[config.mk]
export PLATFORM = sky130hd
export DESIGN_NAME = binario_para_bcd
export DESIGN_NICKNAME = d
export VERILOG_FILES = /design/src/rtl/binario_para_bcd.sv
export SDC_FILE = /design/constraint.sdc
export NUM_CORES = 1
export LEC_CHECK = 0
export ABC_CLOCK_PERIOD_IN_PS = 1900
export CORE_ASPECT_RATIO = 1.75
export CORE_MARGIN = 10
export CORE_UTILIZATION = 53
export DETAILED_ROUTE_END_ITERATION = 16
export HOLD_SLACK_MARGIN = 0.15
export PLACE_DENSITY = 0.88
export SLEW_MARGIN = 20
export SYNTH_ARGS = -nofsm -noshare
export SYNTH_HDL_FRONTEND = slang
export SYNTH_SLANG_ARGS = --single-unit
[constraint.sdc]
create_clock -name clk -period 1.9 [get_ports clk]
set_input_delay 0.38 -clock clk [delete_from_list [all_inputs] [get_ports clk]]
set_output_delay 0.38 -clock clk [all_outputs]
set_load 0.1 [all_outputs]
[src/rtl/binario_para_bcd.sv]
// Sequential binary-to-BCD converter using shift-and-add-3, one input bit per clock.
// Start/busy/done handshake; bcd/estouro hold their value between conversions.
module binario_para_bcd #(
   parameter int unsigned LARGURA_BIN = 8,
   parameter int unsigned DIGITOS     = 3
) (
   input  logic                     clk,
   input  logic                     rst_n,
   input  logic                     inicio,
   input  logic [LARGURA_BIN-1:0]   binario,
   output logic                     ocupado,
   output logic                     pronto,
   output logic [4*DIGITOS-1:0]     bcd,
   output logic                     estouro
);

   localparam int unsigned LarguraCont = $clog2(LARGURA_BIN + 1);
   localparam logic [LarguraCont-1:0] ContInicial = LarguraCont'(LARGURA_BIN);
   localparam logic [LarguraCont-1:0] ContUm      = LarguraCont'(1);

   typedef enum logic {
      Ocioso,
      Converte
   } estado_t;

   estado_t                  estado_q;
   logic [LARGURA_BIN-1:0]   desloc_q;
   logic [LARGURA_BIN-1:0]   desloc_d;
   logic [4*DIGITOS-1:0]     rascunho_q;
   logic [4*DIGITOS-1:0]     rascunho_d;
   logic [4*DIGITOS-1:0]     ajustado;
   logic [LarguraCont-1:0]   contador_q;
   logic                     estouro_pend_q;
   logic                     bit_sai;

   // Add-3 correction on every digit in parallel, then one left shift of {scratch, shiftreg}.
   always_comb begin
      ajustado = rascunho_q;
      for (int d = 0; d < int'(DIGITOS); d++) begin
         if (rascunho_q[4*d +: 4] >= 4'd5) begin
            ajustado[4*d +: 4] = rascunho_q[4*d +: 4] + 4'd3;
         end
      end
      {bit_sai, rascunho_d} = {ajustado, desloc_q[LARGURA_BIN-1]};
      desloc_d = desloc_q << 1;
   end

   always_ff @(posedge clk) begin
      if (!rst_n) begin
         estado_q       <= Ocioso;
         desloc_q       <= '0;
         rascunho_q     <= '0;
         contador_q     <= '0;
         estouro_pend_q <= 1'b0;
         ocupado        <= 1'b0;
         pronto         <= 1'b0;
         bcd            <= '0;
         estouro        <= 1'b0;
      end else begin
         pronto <= 1'b0;
         unique case (estado_q)
            Ocioso: begin
               if (inicio) begin
                  desloc_q       <= binario;
                  rascunho_q     <= '0;
                  contador_q     <= ContInicial;
                  estouro_pend_q <= 1'b0;
                  ocupado        <= 1'b1;
                  estado_q       <= Converte;
               end
            end
            Converte: begin
               desloc_q       <= desloc_d;
               rascunho_q     <= rascunho_d;
               // A carry out of the top digit means the value reached 10^DIGITOS.
               estouro_pend_q <= estouro_pend_q | bit_sai;
               contador_q     <= contador_q - ContUm;
               if (contador_q == ContUm) begin
                  bcd      <= rascunho_d;
                  estouro  <= estouro_pend_q | bit_sai;
                  pronto   <= 1'b1;
                  ocupado  <= 1'b0;
                  estado_q <= Ocioso;
               end
            end
            default: estado_q <= Ocioso;
         endcase
      end
   end

endmodule

==> impl_metrics.csv <==
group,metric,value,unit
status,status,"completed",
clock_network,cts_buffers,5,
sta,hold_viol,0,
power_and_ir_drop,p_leak,0.0008502,uW
sta,worstMarginPinSlew,0.4050,ns
clock_network,htreeDepth,2,
layout,nFillCells,297,
floorplanning,ioPinCount,26,
placed_design,dp.cells,270,
logic_synthesis,synthTopCellsByCount,"dfxtp_1, o21ai_0, nand2_1, inv_1",
logic_synthesis,synth_edf_count,0,
logic_synthesis,synth-main-ff-cell,"dfxtp_1",
sta,setup_violations,0,
detailed_routing,dr.max_layer_used,"met4",
worst_setup_path,cp_top_family,"multiplexers",
worst_setup_path,cp.arrival,1.90,ns
logic_synthesis,yosysMostFrequentCell,"dfxtp_1",
power_and_ir_drop,pwr_density_cell,746.2,nW/um^2
worst_setup_path,crit_cells,6,
clock_network,cts.sink_count,41,
detailed_routing,drcViolationCount,0,
placed_design,dp_hpwl,2956,um
worst_setup_path,critPathCaptureType,"register",
clock_network,cts_setup_buffers,0,
layout,n_antenna_cell,0,
logic_synthesis,synth.avg_cell_area,9.122,um^2
logic_synthesis,postSynthCellCount,203,
clock_network,cts_buffer_depth,2,
logic_synthesis,synth_cell_types,33,
clock_network,cts_hold_buffers,0,
global_route,grt.overflow.total,0,
sta,maxSlewViolCount,0,
detailed_routing,post_drt_wl_per_cell,13.82,um
worst_setup_path,r2r_cells,6,
run,drv_cap,0,
layout,final_util,0.6633,
sta,tns,0,ns
floorplanning,rows,28,
detailed_routing,drt_pass1_iterations,4,
worst_setup_path,critPathBufInv,1,
hold_path,hold_class,"register to register",
worst_setup_path,start_kind,"register",
placed_design,globalplace.congestion,0.8762,
sta,slew_headroom,0.7293,
logic_synthesis,yosys_warnings,0,
logic_synthesis,synth.area.top_cells,"dfxtp_1, o21ai_0, ha_1",
worst_setup_path,crit_slowest_cell,"mux2_2",
global_route,grt_max_degree,27,
worst_setup_path,worstPathRequired,2.13,ns
detailed_routing,via_per_inst,5.457,
power_and_ir_drop,p_total,1665,uW
power_and_ir_drop,ir_drop,0.7140,mV
sta,skew,0.008708,ns
logic_synthesis,ys_ff_latch,41,
detailed_routing,wl_met3,221,um
global_route,antenna_found_initial,0,
sta,fmax,0.5964,GHz
sta,rsz0062_at_grt,"no",
worst_setup_path,path_class,"register to register",
clock_network,cts.clk_slew.worst_paths,0.08,ns
sta,hold_ws,0.4541,ns
detailed_routing,met2_length,2051,um
logic_synthesis,synth_seq_area_share,0.4432,
detailed_routing,drt_iter0_drc,16,
floorplanning,die-area,6351,um^2
clock_network,clock_latency,0.30,ns
clock_network,cts_resized,0,
global_route,grt.total_usage,0.1325,
sta,min_period,1.677,ns
layout,drive_gt1_frac,0.1545,
detailed_routing,wl_met1,1465,um
logic_synthesis,synth_area,1852,um^2
hold_path,whs_path_depth,2,
clock_network,tritoncts,"built",
logic_synthesis,synth_top_area_share,0.4432,
detailed_routing,antenna_left,0,
floorplanning,start_util,0.5506,
layout,synthToLayoutAreaGrowth,20.47,%
worst_setup_path,slowest_delay,0.40,ns
layout,fin_nets,251,
placed_design,portBuffers,25,
detailed_routing,postRouteWirelength,3842,um
worst_setup_path,critical_path.max_fanout,5,
global_route,grt_pass1_vias,1531,
global_route,grt_pass1_wl,6851,um
logic_synthesis,async_flop_share,0,
layout,fin_cells,278,
floorplanning,die_x,64.68,um
floorplanning,die_height,98.20,um
clock_network,clock-root-buffer,"clkbuf_8",
logic_synthesis,synth_nets,222,
worst_setup_path,crit_path_cell_trace,"inv_1 > ha_1 > nand2b_1 > a21oi_1 > mux2_2 > o21ai_0",
floorplanning,core_area,3363,um^2
sta,period_share,0.8825,
logic_synthesis,synth_area_leader_cell,"dfxtp_1",
detailed_routing,route.vias.total,1517,
[report_power, final]
| group | internal [uW] | total, uW | switching (uW) |
|---|---|---|---|
| logic | 77.7 | 169 | 91.1 |
| registers | 882 | 897 | 15.1 |
| clock network | 294 | 599 | 305 |
[final cells by class]
class | instances | area (um^2) | area share
Inverter | 12 | 45.04 | 0.02019
Timing Repair Buffer | 33 | 285.3 | 0.1279
Tap cell | 45 | 56.30 | 0.02524
Sequential cell | 41 | 820.8 | 0.3679
Multi-Input combinational cell | 139 | 927.1 | 0.4156
Clock inverter | 2 | 13.76 | 0.006169
Clock buffer | 6 | 82.58 | 0.03702
[logic make-up (layout without fill, tap and decap cells)]
family          Yosys count  after routing  share of synthesized area
simple gates             61             61                     0.1790
flops                    41             41                     0.4432
compound gates           54             54                     0.1784
buf+inv                  23             53                    0.05608
xor+xnor                  3              3                    0.01419
fa+ha+maj                 8              8                    0.05406
mux                      13             13                    0.07500
[cell usage in the layout, fill, tap and decap left out, drive strengths merged, types with 6 or more instances in the layout]
| master | instances |
|---|---|
| a21oi | 9 |
| and2 | 8 |
| buf | 23 |
| clkbuf | 6 |
| clkdlybuf4s50 | 10 |
| dfxtp | 41 |
| ha | 8 |
| inv | 12 |
| mux2i | 9 |
| nand2 | 23 |
| nor2b | 8 |
| nor3b | 9 |
| o21ai | 27 |
| o32ai | 8 |
[tightest hold or removal path, stage by stage, from the launching register on]
cell	delay (ns)
dfxtp_1	0.33
nand2_1	0.04
o21ai_0	0.05
[sequential cells by signal, indices dropped and copies added, names as in the netlist]
register,flops
bcd,12
estado_q,1
desloc_q,8
ocupado,1
estouro_pend_q,1
contador_q,4
estouro,1
pronto,1
rascunho_q,12
[per-stage QoR]
stage	worst slack, ns	instance area [um^2]
floorplan	0.4419	1852
global placement	0.1638	2135
detailed placement	0.1223	2135
CTS	0.2291	2231
global route	0.1047	2231
finish	0.2232	2231
[metal layers]
metal / up-vias / track usage
met2: 28 / 0.2309
met1: 720 / 0.1248
met5: - / 0
li1: 761 / -
met3: 8 / 0.05492
met4: 0 / 0.07616
[path summary, 6_finish.rpt]
check	start	to	slack, ns
worst max-delay path	rascunho_q[4]	bcd[6]	0.22
worst min-delay path	bcd[3]	bcd[3]	0.45
worst max register to register	rascunho_q[4]	bcd[6]	0.22
worst min register to register	bcd[3]	bcd[3]	0.45
(Power assumes the default switching activity.)
==> variant 1: new RTL, same settings <==
`LARGURA_BIN`: 8 -> 32.
--- a/src/rtl/binario_para_bcd.sv
+++ b/src/rtl/binario_para_bcd.sv
@@ -1,7 +1,7 @@
 // Sequential binary-to-BCD converter using shift-and-add-3, one input bit per clock.
 // Start/busy/done handshake; bcd/estouro hold their value between conversions.
 module binario_para_bcd #(
-   parameter int unsigned LARGURA_BIN = 8,
+   parameter int unsigned LARGURA_BIN = 32,
    parameter int unsigned DIGITOS     = 3
 ) (
    input  logic                     clk,
Ports: changed (resized binario); port bits go from 26 to 50. No check against the original RTL was run, so the function may have changed too.
==> variant 1 against the original RTL <==
  * Wire length rose by 77%
  * Power grew 75%
  * Sequential share of layout area decreased by 1.4 points
  * Combinational power rose to 2.6 times the old value
  * Area after synthesis grew 63%
  * Sequential cell count increased by 26
  * Die area increased by 45%
  * Design area is 70% higher
  * Non-clock buffer count is 23 higher
  * Cell count grew 70%
  * Worst setup slack worse by 0.049 ns
  * Sequential power increased by 68%
  * Critical path type unchanged
==> variant 1: results (changes against the original RTL) <==
The placed wire-length estimate was 4.95 mm (+67%). The synthesized netlist net count was 393 (+77%); the clock tree cell share of total cell area was 3.92% (-0.40 points). The slew at the pin closest to its max-slew limit is 0.392 ns (-0.0126 ns), and the number of standard cells in the layout, taps in and fillers out is 472 (+70%). The logs give 752 µW (+83%) for the net switching power and 142 (+126) for the initial DRC count. The largest registers in the layout are desloc_q (32), bcd (12), rascunho_q (12). Flip-flop and latch count after synthesis: 67 (+63%). For the total power of the final layout, the log shows 2910 µW (+75%). The number of nets in the layout was 437 (+74%); the multiplexer fraction of the synthesized cell area was 12.7% (+5.2 points).

The flow ran to the end, and the final reports show no timing, DRC or antenna violations. Pre-CTS setup slack: 0.262 ns (+0.140 ns). The post-synthesis xor/xnor area fraction is 0.871% (-0.55 points). The placer congestion estimate came out at 0.794 (-9.4%). Beginning of the worst hold path: bcd[10].

After synthesis, the most frequently instantiated cells are sky130_fd_sc_hd__nor2_1 (76), sky130_fd_sc_hd__dfxtp_1 (67), sky130_fd_sc_hd__a21oi_1 (49), sky130_fd_sc_hd__mux2i_1 (35), sky130_fd_sc_hd__inv_1 (14). Non-clock buffer area fraction after layout: 16.8% (+4.0 points). Count of plain and timing-repair buffers: 56 (+70%). The tools report the total number of H-tree levels as 3 (+1). The tools report the worst setup path endpoint as rascunho_q[6]. For the number of CTS-inserted buffers, the log shows 9 (+4). The logs give 32.9% (-3.1 points) for the part of the total power dissipated in the clock network and 11.6 mm (+69%) for the global-route wire length before repair.
==> variant 1: cell count changes in the layout (fill, tap and decap cells not counted), moves of 15 or more <==
| cell | unedited run | this run |
|---|---|---|
| sky130_fd_sc_hd__mux2i_1 | 9 | 35 |
| sky130_fd_sc_hd__nor2_1 | 1 | 76 |
| sky130_fd_sc_hd__clkdlybuf4s50_1 | 10 | 33 |
| sky130_fd_sc_hd__dfxtp_1 | 41 | 66 |
| sky130_fd_sc_hd__o21ai_0 | 26 | 11 |
| sky130_fd_sc_hd__a21oi_1 | 9 | 49 |
==> variant 1: cell families (layout without fill, tap and decap cells) <==
group,Yosys count,after routing
simple gates,114,114
compound gates,83,83
flops,67,67
mux,38,38
buf+inv,37,83
fa+ha+maj,8,8
xor+xnor,3,3
==> variant 1: per-layer routing <==
layer  vias to the layer above  GRT usage [%]  share of wire (%)
li1                       1291              -                  -
met1                      1188           14.5                 39
met2                        44           28.8                 56
met3                        16           4.04                2.9
met4                         0           7.57                2.5
met5                         -              0                  0
==> variant 2: new RTL, config.mk and constraints unchanged <==
Without the edit above. Register the inputs `inicio` and `binario` before use, without a reset. The logic sees them one clock later.
--- a/src/rtl/binario_para_bcd.sv
+++ b/src/rtl/binario_para_bcd.sv
@@ -22,6 +22,14 @@
       Ocioso,
       Converte
    } estado_t;
+
+   logic inicio_q;
+   logic [LARGURA_BIN-1:0] binario_q;
+
+   always_ff @(posedge clk) begin
+      inicio_q  <= inicio;
+      binario_q <= binario;
+   end
 
    estado_t                  estado_q;
    logic [LARGURA_BIN-1:0]   desloc_q;
@@ -60,8 +68,8 @@
          pronto <= 1'b0;
          unique case (estado_q)
             Ocioso: begin
-               if (inicio) begin
-                  desloc_q       <= binario;
+               if (inicio_q) begin
+                  desloc_q       <= binario_q;
                   rascunho_q     <= '0;
                   contador_q     <= ContInicial;
                   estouro_pend_q <= 1'b0;
Formal check against the unedited RTL: not equivalent (a bounded check fails within 4 cycles, from zero or initial values and one cycle with rst_n low).
==> variant 2 against the original RTL <==
  * Power up 19%
  * Highest routed layer unchanged
  * Critical path type unchanged
  * Via count rose by 1.7%
  * Area after synthesis increased by 10%
  * Worst setup slack improved by 0.015 ns
  * Non-clock buffer count shrank 1
  * Count of clock-buffer cells in the layout increased by 1
  * Design area increased by 11%
  * Wire length is 1.4% higher
  * Cell count rose by 3.2%
  * Sequential cell count increased by 9
  * Sequential share of layout area grew 3.8 points
  * Sequential power rose by 23%
==> variant 2: results (changes against the original RTL) <==
The global routing usage summed across all routing layers came out at 11.9% (-1.4 points). The maximum fanout along the worst path was 5 (unchanged). The clock-pin slew reported for the worst setup and hold paths after clock tree synthesis is 0.08 ns (about the same). The fraction of power spent switching nets is 21.7% (-3.0 points), and the synthesized netlist net count is 231 (+4.1%).

The run gives 431 µW (+4.9%) as the net switching power. The run gives 0.773 (-12%) as the placer congestion estimate. For the worst slew margin relative to its limit, the log shows 71.2% (-1.7 points).

The logs give 1,543 (+1.7%) for the number of vias in the routed layout and 2360 µm² (+11%) for the standard cell area after detailed placement. The part of the total power dissipated in the clock network was 35.9% (about the same); the worst supply voltage drop on vdd was 689 µV (-3.5%). The footprint of the multi-input gates came out at 931 µm² (+0.40%).

The post-synthesis cell type count is 32 (-3.0%). For the number of nets in the layout, the log shows 259 (+3.2%). Yosys synthesis warning count: 0 (unchanged). Pin count of the biggest net entering global routing: 18 (-33%).

The logs give 1.86 ns (-0.04 ns) for the arrival time of data at the critical path endpoint and 0.000929 µW (+9.3%) for the leakage power summed over all cells. The largest registers in the layout are bcd (12), rascunho_q (12). For the post-placement cell count, the log shows 279 (+3.3%).

By count the netlist is led by sky130_fd_sc_hd__dfxtp_1 (50), sky130_fd_sc_hd__nand2_1 (21), sky130_fd_sc_hd__o21ai_0 (17), sky130_fd_sc_hd__inv_1 (12). Share of post-route cells with drive strength above 1: 14.5% (-0.93 points). The reported sequential group power is 1100 µW (+23%).

Number of cells upsized or downsized after cts: 0 (unchanged). The flow ran to the end, and the final reports show no timing, DRC or antenna violations. The run gives 5 (unchanged) as the number of CTS-inserted buffers.

Family with the most delay on the worst path: compound AO/OA/AOI/OAI gates. Average vias per placed instance: 5.38 (-1.5%). The run gives 2.88 mm (-2.6%) as the placed wire-length estimate.

The final setup skew was 0.00621 ns (-0.00250 ns); the sequential area share after synthesis was 48.9% (+4.6 points). By area the synthesized netlist is led by sky130_fd_sc_hd__dfxtp_1 (49%), sky130_fd_sc_hd__ha_1 (4.9%), sky130_fd_sc_hd__mux2i_1 (4.4%). The logs give 42 (+26) for the initial DRC count and 308 (+3.7%) for the number of fill cells in the layout.
-- variant 2: cell types whose count changed after synthesis, moves of 2 or more --
cell                      delta
sky130_fd_sc_hd__dfxtp_1     +9
sky130_fd_sc_hd__o21ai_1     +9
sky130_fd_sc_hd__buf_6       +2
sky130_fd_sc_hd__nand2_2     +2
sky130_fd_sc_hd__o21ai_0     -9
sky130_fd_sc_hd__nand2_1     -2
-- variant 2: cell type report --
cell class	count	area share [%]
Inverter	12	1.82
Multi-Input combinational cell	139	37.7
Tap cell	46	2.33
Sequential cell	50	40.5
Timing Repair Buffer	32	13.3
Clock buffer	7	3.09
Clock inverter	1	1.22
-- variant 2: kinds of logic (layout without fill, tap and decap cells) --
| kind of cell | after synthesis | count (layout) | share of synthesized area, % |
|---|---|---|---|
| and+or+nand+nor | 61 | 61 | 16.8 |
| AOI/OAI and AO/OA | 54 | 54 | 15.9 |
| DFF | 50 | 50 | 48.9 |
| buffers and inverters | 23 | 52 | 5.56 |
| muxes | 13 | 13 | 6.61 |
| adders and majority gates | 8 | 8 | 4.89 |
| xor gates and xnor gates | 3 | 3 | 1.28 |
-- variant 2: worst paths after layout --
path                 start             to  slack (ns)  depth (start not counted)
max          rascunho_q[1]  rascunho_q[2]        0.24                          6
min                bcd[10]        bcd[10]        0.45                          2
max reg2reg  rascunho_q[1]  rascunho_q[2]        0.24                          6
min reg2reg        bcd[10]        bcd[10]        0.45                          2
-- variant 2: metal layers --
metal	track usage, %	up-vias	wire length [µm]
li1	-	786	-
met1	10.3	717	1410
met2	23.4	32	2200
met3	3.72	8	195
met4	5.24	0	80
met5	0	-	0
-- variant 2: tightest hold or removal path: stages (launching register included) --
cell and delay, ns:
sky130_fd_sc_hd__dfxtp_1 0.31, sky130_fd_sc_hd__nand2_1 0.05, sky130_fd_sc_hd__o21ai_1 0.05
